## src/rtl/mem_stage_sram_ctrl_pkg.sv

```systemverilog
`default_nettype none
// +----------------------------------------------------------------------------+
// | Package     : mem_stage_pkg                                                |
// | Description : Shared types and constants for the memory-stage SRAM control.|
// | Revision    : 1.0 - initial release                                        |
// +----------------------------------------------------------------------------+
package mem_stage_pkg;

    typedef enum logic [1:0] {
        S_IDLE = 2'd0,
        S_LO   = 2'd1,
        S_HI   = 2'd2,
        S_DONE = 2'd3
    } state_t;

    localparam int unsigned c_base_addr_default = 1024;
    localparam int          c_half_w            = 16;

endpackage
`default_nettype wire

```

## src/rtl/mem_stage_sram_ctrl_wait_counter.sv

```systemverilog
`default_nettype none
// +----------------------------------------------------------------------------+
// | Module      : sram_wait_counter                                            |
// | Description : Wait-state counter; flags the last cycle of an SRAM access.  |
// | Revision    : 1.0 - initial release                                        |
// +----------------------------------------------------------------------------+
module sram_wait_counter #(
    parameter int WAIT_CYCLES = 2
) (
    input  logic clk,
    input  logic rst,
    input  logic i_clear,
    input  logic i_en,
    output logic o_tc
);

    localparam int                 c_cnt_w = (WAIT_CYCLES > 1) ? $clog2(WAIT_CYCLES) : 1;
    localparam logic [c_cnt_w-1:0] c_last  = c_cnt_w'(WAIT_CYCLES - 1);

    logic [c_cnt_w-1:0] r_cnt;

    always_ff @(posedge clk) begin
        if (!rst) begin
            r_cnt <= '0;
        end else if (i_clear) begin
            r_cnt <= '0;
        end else if (i_en) begin
            r_cnt <= r_cnt + c_cnt_w'(1);
        end
    end

    assign o_tc = (r_cnt == c_last);

endmodule
`default_nettype wire

```

## src/rtl/mem_stage_sram_ctrl.sv

```systemverilog
`default_nettype none
// +----------------------------------------------------------------------------+
// | Module      : mem_stage_sram_ctrl                                          |
// | Description : Memory stage; splits LDR/STR into two 16-bit SRAM accesses   |
// |               and freezes the upstream pipeline until the word completes.  |
// |               Optional read buffer: MEM_STAGE_READ_BUF_EN.                 |
// | Revision    : 1.0 - initial release                                        |
// +----------------------------------------------------------------------------+
module mem_stage_sram_ctrl
    import mem_stage_pkg::*;
#(
    parameter int          WAIT_CYCLES = 2,
    parameter int unsigned BASE_ADDR   = c_base_addr_default,
    parameter int          SRAM_AW     = 18
) (
    input  logic                clk,
    input  logic                rst,
    input  logic                wb_en_in,
    input  logic                mem_r_en_in,
    input  logic                mem_w_en_in,
    input  logic [31:0]         alu_res_in,
    input  logic [31:0]         val_rm_in,
    input  logic [3:0]          dest_in,
    output logic                wb_en_out,
    output logic                mem_r_en_out,
    output logic [31:0]         alu_res_out,
    output logic [3:0]          dest_out,
    output logic [31:0]         mem_data_out,
    output logic                freeze,
    output logic [SRAM_AW-1:0]  sram_addr,
    output logic [c_half_w-1:0] sram_wdata,
    input  logic [c_half_w-1:0] sram_rdata,
    output logic                sram_we_n
);

    state_t              r_state;
    logic                r_is_write;
    logic [c_half_w-1:0] r_lo_data;
    logic                w_tc;
    logic                w_req;
    logic                w_is_write;
    logic                w_hit;
    logic                w_freeze;
    logic                w_busy;
    logic [31:0]         w_off;
    logic [SRAM_AW-2:0]  w_word;
    logic                w_unused_bits;

    assign w_off         = alu_res_in - 32'(BASE_ADDR);
    assign w_word        = w_off[SRAM_AW:2];
    assign w_unused_bits = &{1'b0, w_off[31:SRAM_AW+1], w_off[1:0]};
    assign w_req         = mem_r_en_in | mem_w_en_in;
    assign w_is_write    = mem_w_en_in;
    assign w_busy        = (r_state == S_LO) || (r_state == S_HI);

`ifdef MEM_STAGE_READ_BUF_EN
    logic               r_buf_valid;
    logic [SRAM_AW-2:0] r_buf_word;
    logic [31:0]        r_buf_data;

    assign w_hit = r_buf_valid && mem_r_en_in && !w_is_write && (r_buf_word == w_word);
`else
    assign w_hit = 1'b0;
`endif

    sram_wait_counter #(
        .WAIT_CYCLES (WAIT_CYCLES)
    ) u_wait_counter (
        .clk     (clk),
        .rst     (rst),
        .i_clear (!w_busy || w_tc),
        .i_en    (w_busy),
        .o_tc    (w_tc)
    );

    always_comb begin
        w_freeze = 1'b0;
        case (r_state)
            S_IDLE:  w_freeze = w_req && !w_hit;
            S_LO:    w_freeze = 1'b1;
            S_HI:    w_freeze = 1'b1;
            default: w_freeze = 1'b0;
        endcase
    end

    // Gated by reset so an aborted access releases the pipeline at once.
    assign freeze = rst & w_freeze;

    always_ff @(posedge clk) begin
        if (!rst) begin
            r_state      <= S_IDLE;
            r_is_write   <= 1'b0;
            r_lo_data    <= '0;
            mem_data_out <= '0;
            sram_addr    <= '0;
            sram_wdata   <= '0;
            sram_we_n    <= 1'b1;
`ifdef MEM_STAGE_READ_BUF_EN
            r_buf_valid  <= 1'b0;
            r_buf_word   <= '0;
            r_buf_data   <= '0;
`endif
        end else begin
            case (r_state)
                S_IDLE: begin
                    if (w_hit) begin
`ifdef MEM_STAGE_READ_BUF_EN
                        mem_data_out <= r_buf_data;
`endif
                        r_state      <= S_DONE;
                    end else if (w_req) begin
                        r_state    <= S_LO;
                        r_is_write <= w_is_write;
                        sram_addr  <= {w_word, 1'b0};
                        sram_wdata <= val_rm_in[15:0];
                        sram_we_n  <= !w_is_write;
`ifdef MEM_STAGE_READ_BUF_EN
                        if (w_is_write) begin
                            r_buf_valid <= 1'b0;
                        end
`endif
                    end
                end
                S_LO: begin
                    if (w_tc) begin
                        if (!r_is_write) begin
                            r_lo_data <= sram_rdata;
                        end
                        r_state    <= S_HI;
                        sram_addr  <= {w_word, 1'b1};
                        sram_wdata <= val_rm_in[31:16];
                    end
                end
                S_HI: begin
                    if (w_tc) begin
                        if (!r_is_write) begin
                            mem_data_out <= {sram_rdata, r_lo_data};
`ifdef MEM_STAGE_READ_BUF_EN
                            r_buf_valid  <= 1'b1;
                            r_buf_word   <= w_word;
                            r_buf_data   <= {sram_rdata, r_lo_data};
`endif
                        end
                        r_state   <= S_DONE;
                        sram_we_n <= 1'b1;
                    end
                end
                default: begin
                    r_state <= S_IDLE;
                end
            endcase
        end
    end

    assign wb_en_out    = wb_en_in;
    assign mem_r_en_out = mem_r_en_in;
    assign alu_res_out  = alu_res_in;
    assign dest_out     = dest_in;

endmodule
`default_nettype wire

```

## config.mk

```make
export PLATFORM = sky130hd
export DESIGN_NAME = mem_stage_sram_ctrl
export DESIGN_NICKNAME = d
export VERILOG_FILES = /design/src/rtl/mem_stage_sram_ctrl_pkg.sv /design/src/rtl/mem_stage_sram_ctrl_wait_counter.sv /design/src/rtl/mem_stage_sram_ctrl.sv
export SDC_FILE = /design/constraint.sdc
export NUM_CORES = 1
export LEC_CHECK = 0
export ABC_CLOCK_PERIOD_IN_PS = 2500
export CORE_UTILIZATION = 43
export CTS_CLUSTER_DIAMETER = 60
export DETAILED_ROUTE_END_ITERATION = 12
export GPL_ROUTABILITY_DRIVEN = 0
export PLACE_DENSITY_LB_ADDON = 0.08
export SYNTH_ARGS = -nofsm -noshare
export SYNTH_HDL_FRONTEND = slang
export SYNTH_HIERARCHICAL = 1
export SYNTH_SLANG_ARGS = --single-unit
export TNS_END_PERCENT = 10
```

## constraint.sdc

```tcl
create_clock -name clk -period 2.5 [get_ports clk]
set_input_delay 0.25 -clock clk [delete_from_list [all_inputs] [get_ports clk]]
set_output_delay 0.25 -clock clk [all_outputs]
set_load 0.02 [all_outputs]
```

Yosys cells after proc, flatten, opt, wreduce, memory -nomap -nowiden
Index checks and enable logic that the tools add are counted.

storage, ports and cells
  register bits = 87
  logic and storage cells = 48

operators by class
  reduce and logical (&&, ||, !) cells = 15
  bitwise operators = 4
  $add $sub $neg = 2
  eq/ne operators = 5
  mux-type cells = 14

operator list
  operator                                              number
  2-to-1 mux 18 bit                                     2
  case mux 18 bit (2 select lines)                      1
  2-to-1 mux 16 bit                                     2
  case mux 16 bit (2 select lines)                      1
  subtractor 19 x 11 -> 19 bit (second input constant)  1
  AND reduction 3 bit                                   5
  2-to-1 mux 2 bit                                      3
  case mux 2 bit (3 select lines)                       1
  != test 2 x 1 -> 1 bit (second input constant)        2
  case mux 1 bit (2 select lines)                       2
  nonzero test 2 bit                                    2
  OR reduction 2 bit                                    2
  equality test 2 x 1 -> 1 bit (second input constant)  1
  equality test 2 bit (second input constant)           1
  zero test 1 bit                                       2
  zero test 2 bit                                       1
  logical OR 1 bit                                      2
  2-to-1 mux 1 bit                                      2
  != test 2 bit (second input constant)                 1
  NOT 1 bit                                             2
  AND reduction 2 bit                                   1
  adder 1 bit (second input constant)                   1
  AND 1 bit                                             1
  bitwise OR 1 bit                                      1

Logic depth before layout (Yosys ltp)
Gate-level depths: netlist (run 1).

  depth in word-level cells = 5
  gate-level depth with buffers = 8
  gate-level depth less buffers = 5

Cells and area by module
The synthesis (run 1) kept the hierarchy.

by module, submodules not included
  module               sequential area each (um^2)  area an instance (um^2)  cells each  instances
  mem_stage_sram_ctrl  1,721.7                      3,753.6                  449         1
  sram_wait_counter    20.0                         41.3                     3           1

Worst setup path after synthesis (run 1)
No wires, ideal clock.

  path kind = register to register
  from = register r_state[1]
  to = register sram_addr[0]
  data required time = 2,368 ps
  clock period less this slack = 1,717 ps
  stages on the path, launching flop included = 9
  arrival time = 1,585 ps
  slack = 783 ps
  path through = dfxtp_1 -> inv_1 -> ha_1 -> buf_2 -> or3b_1 -> buf_2 -> clkbuf_1 -> a21oi_1 -> nor3_1

on the way
  word-level cells in the longest chain between the ends = 3
  elaborated cells on any way between the ends = 7
  classes of those cells = eq/ne (3); mux (1); reduce/logical (3)

ends and longest elaborated chain
  what                                                             RTL line                    source
  start: declaration                                               mem_stage_sram_ctrl.sv:36   state_t r_state;
  start signal: assignment                                         mem_stage_sram_ctrl.sv:91   r_state <= S_IDLE;
  start signal: assignment                                         mem_stage_sram_ctrl.sv:110  r_state <= S_DONE;
  start signal: assignment                                         mem_stage_sram_ctrl.sv:112  r_state <= S_LO;
  equality test 2 x 1 -> 1 bit or zero test 2 bit (tied branches)  mem_stage_sram_ctrl.sv:104  case (r_state)
  != test 2 x 1 -> 1 bit (no source line) (tied with other cells)  --
  AND reduction 3 bit (no source line)                             --
  end signal: assignment                                           mem_stage_sram_ctrl.sv:114  sram_addr <= {w_word, 1'b0};
  end signal: assignment                                           mem_stage_sram_ctrl.sv:130  sram_addr <= {w_word, 1'b1};
  end: declaration                                                 mem_stage_sram_ctrl.sv:30   output logic [SRAM_AW-1:0] sram_addr,

Parallel ways exist; a longest one is shown, timed or not.
A chain may end at the register's enable or synchronous reset.

Worst setup path in the final report (run 1)
  from = register r_state[1]
  to = output freeze

on the way
  word-level cells in the longest chain between the ends = 4
  elaborated cells on any way between the ends = 6
  classes of those cells = eq/ne (2); mux (1); bitwise (1); reduce/logical (2)

ends and longest elaborated chain
  what                                                                 RTL line                   source
  equality test 2 x 1 -> 1 bit or equality test 2 bit (tied branches)  mem_stage_sram_ctrl.sv:78  case (r_state)
  OR reduction 2 bit (no source line)                                  --
  case mux 1 bit (2 select lines) *                                    mem_stage_sram_ctrl.sv:78
  AND 1 bit *                                                          mem_stage_sram_ctrl.sv:87  assign freeze = rst & w_freeze;
  end: declaration                                                     mem_stage_sram_ctrl.sv:29  output logic freeze,

Every way passes the cells marked *; elsewhere a longest branch is shown, timed or not.

==> metrics, run 1 <==
Worst-Skew Late Latency 0.35 ns; Sw Ratio roughly two fifths; CP Capture Type output pin; fraction of layout cells with a size suffix above 1 ~5.4%; Num Clock Sinks between 80 and 90; status complete, no violations; Synth Area in Simple Gates roughly 15%; Hold Path Class reg2reg; port bufs ~150; Int Pwr between 3000 and 4000 uW; Antenna Violating Nets Remaining 0; Worst path slowest cell dlygate4sd2_1; CP max FO 10; critical path arrival roughly 1.9 ns; Rows 33; final hold viol count 0; Post-Route WL 9100 microns; Critical Path, Cell by Cell inv_1 -> ha_1 -> o21ai_0 -> a211oi_1 -> dlygate4sd2_1; Seq cells post-synth slightly below 90; synth warn 6; final worst-path cycle share 87.3%; post-route minimum period between 2 and 2.5 ns; Lkg Pwr around 0.0018 uW; Post-Synth XOR/XNOR Area 0.692%; Sequential Power Share between 30% and 40%; top post-synthesis cells by area dfxtp_1 (46%), a21oi_1 (11%), nand2_1 (9.6%); Post-synth EDFFs 0; peak supply drop roughly 0.53 mV; drt pass-1 iters 4; Compound-Gate Fraction of Synth Area 19.7%; fin worst setup slack 0.319 ns; Yosys top cell by area dfxtp_1; Clock Power Share approximately 18%; Fin Clk Skew between 0.01 and 0.015 ns; Layout Nets around 650; pre-CTS setup slack roughly 0.28 ns; Yosys top cell area share 45.9%; synthesized area 3790 sq um; Psw a little under 2000 uW; drt drc 0; Post-Synthesis Cells about 450; hold buffers post-CTS 0; Worst Tran Pin Value between 0.8 and 0.9 ns; H-tree Lvls 3; Core ar. approximately 8400 sq um; post-route setup TNS 0 ns; Gate power share a little under half; CTS tree yes; vias 3406; die area 9210 sq um; max_cap viols 0; first-pass GRT wire length 14800 microns; number of I/O pins around 200; Worst Path Class, Setup reg2out; dominant synthesized flop cell dfxtp_1; RSZ-0062 raised after global routing no; Clock Path Buffers 2; CP Launch Type flip-flop; fmax between 400 and 500 MHz; Mapped Avg Cell Area 8.40 sq um; DR iter-0 viols between 90 and 100; setup bufs post-CTS 0; initial core utilization 45.3%; Rel. slew slack between 40% and 50%; clock transition at the registers of the reported paths 0.09 ns; sequential-to-total area share from yosys stat 45.9%; WL/cell roughly 14 microns; global route overflow 0; die extent in y between 90 and 100 microns; main combinational cell family by area after synthesis compound AO/OA/AOI/OAI gates; power per cell area 954 nW/um^2; DR vias/cell about 5.1; largest net degree at the start of global routing 86; worst path required time around 2.3 ns; Setup violations, final 0; number of distinct library cells after synthesis 35; root buffer cell clkbuf_8; Detailed Place HPWL around 6300 microns; die span in x around 96 microns; Worst path max stage delay 0.38 ns; number of antenna violations at the first check in global routing 0; Adder-Cell Fraction of Synth Area under 10%; Final Max Slew Viols 0; antenna fix cells 0; GRT Util Overall roughly 20%; vias in the first global route approximately 3200; synthesis-to-layout area growth 39.5%; FFs w/ async S/R, synth 0%; syn_nets between 500 and 600; cts bufs inserted 9; mux share of post-synthesis cell area just over 5%
power by group through the flow:
stage	logic [uW]	registers, uW	clock network (uW)
final	2320	1830	894
after floorplan	1230	2130	0
after detailed placement	2340	1860	0
after CTS	2340	1840	932
after global routing	2550	1870	981
after global placement	2320	1850	0
cells in the mapped netlist, types with 2 or more instances:
library cell   n
a211oi_1      21
a21oi_1       85
a311oi_1       6
and3b_1        2
buf_2          8
buf_4         38
clkbuf_1      24
dfxtp_1       87
ha_1           5
inv_1          6
mux2_2         2
mux2i_1       17
nand2_1       97
nand3_1        9
nand3b_1       2
nor2_1         4
nor3_1         3
nor3b_2        2
o21ai_0       12
o31ai_1        2
or3_1          3
or4_1          2
xnor2_1        3
what timing repair did:
action                     in CTS  in global routing
resized for setup               1                  0
hold endpoints to repair        0                  0
setup endpoints to repair       1                  0
per-stage QoR:
| stage | power (uW) | instances | util, % | instance area, sq um | hold WS (ns) |
|---|---|---|---|---|---|
| finish | 5050 | 665 | 63.1 | 5290 | 0.446 |
| CTS | 5110 | 665 | 63.1 | 5290 | 0.449 |
| global placement | 4170 | 649 | 61.0 | 5110 | 0.438 |
| global route | 5410 | 665 | 63.1 | 5290 | 0.461 |
| detailed placement | 4200 | 649 | 61.0 | 5110 | 0.445 |
| floorplan | 3360 | 452 | - | 3790 | 0.326 |
per-layer routing:
metal | vias up | wire length, microns | track usage, %
li1 | 1722 | - | -
met5 | - | 0 | 0
met2 | 108 | 4340 | 34.3
met4 | 0 | 94 | 4.98
met1 | 1560 | 3950 | 25.0
met3 | 16 | 718 | 7.19
critical path: cells and delay by family (launching register included):
family                     cells  cell delay (ns)
adders and majority gates      1             0.33
DFF                            1             0.34
AOI/OAI and AO/OA              2             0.43
buffers and inverters          2             0.48
cells in the final DEF, fill, tap and decap left out, types with 2 or more instances in the layout:
| master | instances |
|---|---|
| a211oi_1 | 21 |
| a21oi_1 | 85 |
| a311oi_1 | 6 |
| and3b_1 | 2 |
| buf_4 | 8 |
| clkbuf_8 | 9 |
| clkdlybuf4s50_1 | 153 |
| clkinv_4 | 3 |
| dfxtp_1 | 87 |
| ha_1 | 5 |
| inv_1 | 6 |
| mux2_2 | 2 |
| mux2i_1 | 17 |
| nand2_1 | 97 |
| nand3_1 | 9 |
| nand3b_1 | 2 |
| nor2_1 | 4 |
| nor3_1 | 3 |
| nor3b_2 | 2 |
| o21ai_0 | 12 |
| o31ai_1 | 2 |
| or3_1 | 3 |
| or4_1 | 2 |
| xnor2_1 | 3 |
cell type report:
cell class              count  area, sq um
fillers                   765         3090
flip-flops and latches     87         1740
multi-input cells         288         1610
repair buffers            162         1600
well taps                 105          131
clock buffers              10          128
clock inverters             6         53.8
inverters                   7         26.3
registers in the layout, summed over array words and instances, names as in the netlist:
signal and flops:
r_lo_data 16, sram_addr 18, sram_wdata 16, u_wait_counter/o_tc 1, mem_data_out 32, r_is_write 1, sram_we_n 1, r_state 2
cells by family (layout without fill, tap and decap cells):
logic type,after synthesis,count (layout)
xor+xnor,3,3
flops,87,87
fa+ha+maj,5,5
buf+inv,77,185
compound gates,131,131
simple gates,130,130
mux,19,19
worst paths after layout:
check / start / to / slack (ns) / cells past startpoint
worst max-delay path: r_state[1] / freeze / 0.32 / 5
worst min-delay path: r_lo_data[15] / mem_data_out[15] / 0.45 / 2
worst max register to register: r_state[0] / sram_addr[14] / 0.43 / 6
worst min register to register: r_lo_data[15] / mem_data_out[15] / 0.45 / 2
Power figures use the tool's default switching activity.
==> run 2: changes to the inputs <==
CORE_UTILIZATION = 60   (was 43)
DONT_BUFFER_PORTS = 1   (was default)
==> metrics, run 2 (synthesized netlist as in run 1, its figures left out) <==
cts bufs inserted 9; top flop regs mem_data_out (32), sram_addr (18); final hold viol count 0; Worst path max stage delay about 0.34 ns; power per cell area between 1000 and 1500 nW/um^2; status complete, no violations; die area between 6000 and 7000 sq um; Worst-Skew Late Latency around 0.35 ns; initial core utilization a little over three fifths; Core ar. ~6000 sq um; number of I/O pins between 150 and 200; drt pass-1 iters 4; CTS tree yes; most frequent cells in the layout nand2_1 (97), dfxtp_1 (87), a21oi_1 (85), a211oi_1 (21), mux2i_1 (17); register area about 1700 sq um; first-pass GRT wire length ~12000 microns; Lkg Pwr 0.00127 uW; Critical Path, Cell by Cell inv_1 -> ha_1 -> o21ai_0 -> a211oi_1 -> buf_4; Finished Cell Area roughly 3800 sq um; Int Pwr 2790 uW; Final Max Slew Viols 0; Rows 28; CP Launch Type flip-flop; Sequential Power Share ~47%; max reg flops 32; Fin Clk Skew 0.00795 ns; Worst Path Class, Setup reg2out; # fillers 578; Num Clock Sinks 87; Worst Tran Pin Value around 0.7 ns; number of antenna violations at the first check in global routing 0; Detailed Place HPWL roughly 5500 microns; antenna fix cells 0; Rel. slew slack between 50% and 60%; Post-Route WL approximately 8100 microns; RSZ-0062 raised after global routing no; CP Capture Type output pin; area of the multi-input gates 1610 sq um; port bufs 0; die extent in y between 80 and 90 microns; critical path arrival ~1.8 ns; Hold Path Class in2reg; Most flops, register mem_data_out; Sw Ratio between 30% and 40%; post-route minimum period about 2.0 ns; clock transition at the registers of the reported paths 0.09 ns; synthesis-to-layout area growth -0.264%; largest net degree at the start of global routing 48; Hold WS roughly 0.019 ns; Layout Nets a little under 500; setup bufs post-CTS 0; Worst path slowest cell dfxtp_1; CP max FO 10; DR iter-0 viols 124; WL/cell 16.7 microns; peak supply drop 0.692 mV; global route overflow 0; fraction of layout cells with a size suffix above 1 about 7.6%; largest delay contributor family on the critical path compound AO/OA/AOI/OAI gates; H-tree Lvls 3; drt drc 0; vias in the first global route ~2700; placement-stage cell area 3550 sq um; Setup violations, final 0; post-route setup TNS 0 ns; Psw about 1800 uW; fmax ~490 MHz; Antenna Violating Nets Remaining 0; crit path buf inv count 2; Clock Path Buffers 2; worst path required time 2.25 ns; DR vias/cell between 6 and 7; root buffer cell clkbuf_8; vias about 3000; Gate power share 29.4%; max_cap viols 0; Clock Power Share between 20% and 30%; final worst-path cycle share between 80% and 90%; commonest non-fill, non-tap cell in the layout nand2_1; die span in x 81.5 microns; GRT Util Overall roughly 25%
run 2: worst register-to-register path, delay by kind of cell, from the launching register on:
kind	cells	cell delay, ns
multiplexers	1	0.53
buffers and inverters	2	0.34
AO/OA/AOI/OAI	1	0.28
AND/OR/NAND/NOR	1	0.08
adder cells (fa/ha/maj)	1	0.28
flip-flops	1	0.34
run 2: worst paths after layout:
| kind | start | to | slack [ns] | cells after the start |
|---|---|---|---|---|
| hold reg to reg | r_lo_data[2] | mem_data_out[2] | 0.46 | 2 |
| hold / removal | sram_rdata[13] | mem_data_out[29] | 0.02 | 2 |
| setup / recovery | r_state[1] | freeze | 0.47 | 5 |
| setup reg to reg | r_state[1] | sram_addr[13] | 0.56 | 6 |
run 2: timing repair:
item | 4_1_cts | 5_1_grt
hold endpoints to repair | 2 | 0
hold buffers | 2 | 0
resized for setup | 0 | 0
run 2: power groups by stage:
stage | registers [uW] | clock network (uW) | logic [uW]
2_1_floorplan | 2130 | 0 | 1230
3_3_place_gp | 2200 | 0 | 1310
3_5_place_dp | 2200 | 0 | 1360
4_1_cts | 2170 | 1100 | 1360
5_1_grt | 2200 | 1150 | 1520
6_report | 2170 | 1080 | 1350
run 2: area by class of cell:
class,count,share of cell area (%)
timing repair buffer,10,2.45
multi-input combinational,288,42.6
tap,75,2.48
sequential,87,46.0
clock inverter,7,2.51
clock buffer,9,3.27
inverter,7,0.694
run 2: layer usage:
layer	vias to the layer above	wire (microns)	global-route usage [%]	part of all wire [%]
li1	1420	-	-	-
met1	1390	3360	28.7	42
met2	118	3930	41.3	49
met3	13	691	7.89	8.5
met4	0	102	10.2	1.3
met5	-	0	0	0
run 2: per-stage QoR:
stage / cells / worst slack (ns) / util, % / total power (uW)
after floorplan: 452 / 0.783 / - / 3360
after global placement: 465 / 0.673 / 58.8 / 3510
after detailed placement: 465 / 0.602 / 58.8 / 3560
after CTS: 483 / 0.472 / 62.8 / 4630
after global routing: 483 / 0.271 / 62.8 / 4870
final: 483 / 0.467 / 62.8 / 4600
